--- config.mk ---
export PLATFORM = sky130hd
export DESIGN_NAME = mem_port_arbiter
export DESIGN_NICKNAME = d
export VERILOG_FILES = /design/src/rtl/mem_port_arbiter.sv
export SDC_FILE = /design/constraint.sdc
export NUM_CORES = 1
export LEC_CHECK = 0
export ABC_AREA = 0
export CAP_MARGIN = 5
export CORE_AREA = 2 2 154 156
export DETAILED_ROUTE_END_ITERATION = 8
export DIE_AREA = 0 0 156 158
export GPL_TIMING_DRIVEN = 0
export PLACE_DENSITY = 0.77
export SETUP_SLACK_MARGIN = 0.1
export SLEW_MARGIN = 25
export SYNTH_ARGS = -nofsm -noshare
export SYNTH_HDL_FRONTEND = slang
export SYNTH_SLANG_ARGS = --single-unit
--- constraint.sdc ---
create_clock -name clock -period 3.8 [get_ports clock]
set_input_delay 0.76 -clock clock [delete_from_list [all_inputs] [get_ports clock]]
set_output_delay 0.76 -clock clock [all_outputs]
set_load 0.03 [all_outputs]
--- src/rtl/mem_port_arbiter.sv ---
// Two-requester arbiter for a single 64-bit memory port: instruction fetch (read-only)
// and data access (load/store), round-robin on conflict, fixed-latency read capture.
module mem_port_arbiter #(
  parameter int ADDR_W = 32,
  parameter int RD_LAT = 2
) (
  input  logic              clock,
  input  logic              reset,
  input  logic              if_req,
  input  logic [ADDR_W-1:0] if_addr,
  output logic              if_ack,
  output logic [31:0]       if_rdata,
  input  logic              dm_req,
  input  logic              dm_we,
  input  logic [ADDR_W-1:0] dm_addr,
  input  logic [63:0]       dm_wdata,
  output logic              dm_ack,
  output logic [63:0]       dm_rdata,
  output logic              mem_en,
  output logic              mem_we,
  output logic [ADDR_W-1:0] mem_addr,
  output logic [63:0]       mem_wdata,
  input  logic [63:0]       mem_rdata
);

  typedef enum logic [1:0] {
    IDLE  = 2'd0,
    ISSUE = 2'd1,
    WAIT  = 2'd2,
    RESP  = 2'd3
  } state_t;

  localparam logic [3:0] LAT_INIT = 4'(RD_LAT);

  state_t            state_reg, state_next;
  logic [3:0]        cnt_reg, cnt_next;
  logic              owner_dm_reg, owner_dm_next;
  logic              last_dm_reg, last_dm_next;
  logic              we_reg, we_next;
  logic [ADDR_W-1:0] addr_reg, addr_next;
  logic [63:0]       wdata_reg, wdata_next;
  logic [31:0]       if_rdata_reg, if_rdata_next;
  logic [63:0]       dm_rdata_reg, dm_rdata_next;
  logic              mem_en_reg, mem_we_reg;
  logic              if_ack_reg, dm_ack_reg;
  logic              grant_dm;

  always_comb begin
    state_next    = state_reg;
    cnt_next      = cnt_reg;
    owner_dm_next = owner_dm_reg;
    last_dm_next  = last_dm_reg;
    we_next       = we_reg;
    addr_next     = addr_reg;
    wdata_next    = wdata_reg;
    if_rdata_next = if_rdata_reg;
    dm_rdata_next = dm_rdata_reg;
    grant_dm      = 1'b0;

    case (state_reg)
      IDLE: begin
        if (if_req || dm_req) begin
          // DM wins only when alone or when fetch was served last.
          grant_dm      = dm_req && (!if_req || !last_dm_reg);
          owner_dm_next = grant_dm;
          last_dm_next  = grant_dm;
          addr_next     = grant_dm ? dm_addr : if_addr;
          we_next       = grant_dm && dm_we;
          wdata_next    = grant_dm ? dm_wdata : 64'd0;
          state_next    = ISSUE;
        end
      end
      ISSUE: begin
        if (we_reg) begin
          state_next = RESP;
        end else begin
          cnt_next   = LAT_INIT;
          state_next = WAIT;
        end
      end
      WAIT: begin
        cnt_next = cnt_reg - 4'd1;
        if (cnt_reg == 4'd1) begin
          if (owner_dm_reg) begin
            dm_rdata_next = mem_rdata;
          end else begin
            if_rdata_next = addr_reg[2] ? mem_rdata[63:32] : mem_rdata[31:0];
          end
          state_next = RESP;
        end
      end
      RESP: begin
        state_next = IDLE;
      end
      default: begin
        state_next = IDLE;
      end
    endcase
  end

  always_ff @(posedge clock or negedge reset) begin
    if (!reset) begin
      state_reg    <= IDLE;
      cnt_reg      <= 4'd0;
      owner_dm_reg <= 1'b0;
      last_dm_reg  <= 1'b1;
      we_reg       <= 1'b0;
      addr_reg     <= '0;
      wdata_reg    <= 64'd0;
      if_rdata_reg <= 32'd0;
      dm_rdata_reg <= 64'd0;
      mem_en_reg   <= 1'b0;
      mem_we_reg   <= 1'b0;
      if_ack_reg   <= 1'b0;
      dm_ack_reg   <= 1'b0;
    end else begin
      state_reg    <= state_next;
      cnt_reg      <= cnt_next;
      owner_dm_reg <= owner_dm_next;
      last_dm_reg  <= last_dm_next;
      we_reg       <= we_next;
      addr_reg     <= addr_next;
      wdata_reg    <= wdata_next;
      if_rdata_reg <= if_rdata_next;
      dm_rdata_reg <= dm_rdata_next;
      // Strobes are decoded from the next state so they are plain flop outputs.
      mem_en_reg   <= (state_next == ISSUE);
      mem_we_reg   <= (state_next == ISSUE) && we_next;
      if_ack_reg   <= (state_next == RESP) && !owner_dm_next;
      dm_ack_reg   <= (state_next == RESP) && owner_dm_next;
    end
  end

  assign if_ack    = if_ack_reg;
  assign dm_ack    = dm_ack_reg;
  assign if_rdata  = if_rdata_reg;
  assign dm_rdata  = dm_rdata_reg;
  assign mem_en    = mem_en_reg;
  assign mem_we    = mem_we_reg;
  assign mem_addr  = addr_reg;
  assign mem_wdata = wdata_reg;

endmodule

==> metrics.log <==
INFO  metric post_drt_antenna_nets = 0
INFO  metric buffer_ports.inserted = 392
INFO  metric final_layout_size_suffix_gt1_share = 19.2%
INFO  metric finalHoldViolations = 0
INFO  metric outcome = finished clean
INFO  metric worst_slew_pin_slew = 0.720 ns
INFO  metric dpl.hpwl = 19100 um
INFO  metric holdCritPathClass = input port to async pin
INFO  metric synth_compound_gate_area_share = 9.55%
INFO  metric clock_sink_count = 205
INFO  metric synth_adder_area_share = 0.876%
INFO  metric clock_pin_slew_of_the_registers_on_the_worst_case_setup_and_hold_paths = 0.06 ns
INFO  metric layout-area-overhead-vs-synth = 58.9%
INFO  metric worstSkewPairLatency = 0.50 ns
INFO  metric avgViaCountPerCell = 4.92
INFO  metric static-leakage-power = 0.00605 uW
INFO  metric number_of_setup_buffers_added_after_cts = 0
INFO  metric max_stage_delay = 0.59 ns
INFO  metric synth.cell_area = 0.00857 sq mm
INFO  metric h-tree-depth = 1
INFO  metric min_period_over_period = 64.7%
INFO  metric synth_ff_type = dfrtp_1
INFO  metric max_freq = 0.407 GHz
INFO  metric cp_data_arrival_time = 2.83 ns
INFO  metric postSynth.asyncResetShare = 100%
INFO  metric finalSetupViolCount = 0
INFO  metric grt_pass1_wl = 38200 um
INFO  metric first_iter_violations = 192
INFO  metric dp_slack = 0.980 ns
INFO  metric num_antenna_cells = 0
INFO  metric initial_antenna_violation_count = 0
INFO  metric critical_path.max_fanout = 10
INFO  metric die_area = 0.0246 sq mm
INFO  metric clock_tree_from_tritoncts = built
INFO  metric synthXorXnorAreaFrac = 0%
INFO  metric global_route.overflow_total = 0
INFO  metric routed_wirelength_normalized_by_instance_count = 19.3 um
INFO  metric p_per_area = 932 mW/mm^2
INFO  metric worst_path_class_setup = flip-flop to flip-flop
INFO  metric synth_top_family_by_area = multiplexers
INFO  metric filler_cell_count = 1880
INFO  metric drt-total-wl = 25100 um
INFO  metric postLayoutSetupSlackWorst = 1.34 ns
INFO  metric synth.mux.area_fraction = 23.3%
INFO  metric drt_drc_violations_left = 0
INFO  metric critPathRequiredTime = 4.18 ns
INFO  metric clock_path_buffers = 3
INFO  metric yosysWarningCount = 0
INFO  metric grt_usage = 19.8%
INFO  metric detailedRoute.firstPassIterationCount = 6
INFO  metric cpMaxStageDelayCell = nor2_1
INFO  metric hold_slack_final = 0.117 ns
INFO  metric die_width = 156 um
INFO  metric post_synth_inst_count = 577
INFO  metric cts-root-buf = clkbuf_16
INFO  metric unrepaired_setup_endpoints_after_global_routing = no
INFO  metric max_cap_viol_count = 0
INFO  metric cts_resized = 0
INFO  metric critical_path.cell_chain = inv_1, ha_1, nand4bb_2, nor2_1, buf_4, mux2_2
INFO  metric ioPinCount = 393
INFO  metric yosys.area_share.simple = 2.94%
INFO  metric cts.hold.buffers_added = 0
INFO  metric slew_violations = 0
INFO  metric finClkSkew = 0.0111 ns
INFO  metric postSynthNetCount = 780
INFO  metric rows = 56
INFO  metric floorplan.core_area = 0.0231 sq mm
INFO  metric tritoncts.num_buffers = 23
INFO  metric last_weighted_congestion_value_of_the_routability_driven_placer = 0.793
INFO  metric critPathCaptureType = flip-flop
INFO  metric ir_worst_vdd = 0.502 mV
INFO  metric postSynthRegisterBits = 205
INFO  metric finalCriticalPeriod = 2.46 ns
INFO  metric number_of_global_route_vias_before_repair = 6883
INFO  metric crit_path_start_kind = flip-flop
INFO  metric yosysUniqueCellTypes = 37
INFO  metric nets = 1199
INFO  metric relSlewSlack = 51.8%
INFO  metric avgSynthCellArea = 14.8 sq um
INFO  metric grt_max_degree = 93
INFO  metric finalPower = 12700 uW
INFO  metric route.vias.total = 6399
INFO  metric die_y = 158 um
INFO  metric yosysSeqAreaShare = 59.9%
INFO  metric floorplan.initialDensity = 37.2%
INFO  metric synth-edff-count = 0
layer usage:
metal / routed length [um] / GRT usage, % / up-vias
met1: 9690 / 22.6 / 3139
met4: 753 / 6.77 / 0
met5: 0 / 0 / -
met3: 2100 / 5.94 / 50
met2: 12500 / 35.5 / 271
li1: - / - / 2939
power by group:
part	leakage [uW]	switching (uW)	internal [uW]
combinational	0.00318	3610	3150
clock	0.000351	860	1190
sequential	0.00251	614	3270
total	0.00605	5080	7600
cells in the final DEF (no fill, tap or decap), types with 2 or more instances in the layout:
cell,instances
clkdlybuf4s50_1,391
dfrtp_1,204
mux2_2,69
a22o_1,66
mux2_4,60
nand2_1,35
o21ai_0,34
mux2i_1,32
clkbuf_16,23
clkbuf_1,17
buf_2,8
clkinv_2,8
inv_1,6
buf_1,6
buf_12,6
ha_1,6
clkbuf_8,4
buf_4,3
a21oi_1,2
and2_1,2
a32oi_1,2
nor2_1,2
nor3_1,2
buf_16,2
stage by stage:
stage / cell area, sq um / setup TNS [ns] / utilization [%] / cells
final: 13600 / 0 / 59.0 / 1301
after floorplan: 8570 / 0 / - / 577
after global placement: 12900 / -1362.01 / 55.8 / 1259
after global routing: 13600 / 0 / 59.0 / 1301
after CTS: 13600 / 0 / 59.0 / 1301
after detailed placement: 12900 / 0 / 56.0 / 1261
logic make-up (layout without fill, tap and decap cells):
logic type,count (synthesis),after routing
compound gates,109,109
buf+inv,44,478
fa+ha+maj,6,6
mux,161,161
simple gates,52,52
flops,205,205
worst max-delay path, delay by kind of cell (launching register included):
| kind | cells | cell delay [ns] |
|---|---|---|
| muxes | 1 | 0.36 |
| and+or+nand+nor | 2 | 0.79 |
| buffers and inverters | 2 | 0.45 |
| adders and majority gates | 1 | 0.34 |
| DFF | 1 | 0.40 |
area by class of cell:
cell class | instances | area [sq um] | share of cell area [%]
Buffer | 38 | 269 | 1.98
Clock buffer | 30 | 642 | 4.72
Sequential cell | 205 | 5130 | 37.7
Inverter | 6 | 22.5 | 0.165
Timing Repair Buffer | 394 | 3980 | 29.3
Clock inverter | 10 | 56.3 | 0.414
Multi-Input combinational cell | 328 | 3140 | 23.1
Tap cell | 290 | 363 | 2.67
cell usage after synthesis, types with 3 or more instances:
master    count  area (sq um)
ha_1          6          75.1
mux2_2       69           777
inv_1         6          22.5
buf_1         6          22.5
buf_12        6           120
buf_2         8          40.0
nand2_1      35           131
buf_4         3          22.5
a22o_1       66           578
o21ai_0      34           170
mux2i_1      32           320
clkbuf_1     14          52.6
dfrtp_1     204          5100
mux2_4       60           901
final timing paths:
check                              from            end  slack, ns  depth (start not counted)
max                        state_reg[0]    if_rdata[2]       1.34                          6
min                               reset   if_rdata[29]       0.12                          1
max reg2reg                state_reg[0]    if_rdata[2]       1.34                          6
min reg2reg                mem_addr[19]   mem_addr[19]       0.48                          2
max in group asynchronous         reset  mem_wdata[34]       2.95                          2
min in group clock         mem_addr[19]   mem_addr[19]       0.48                          2
Power figures use the tool's default switching activity.
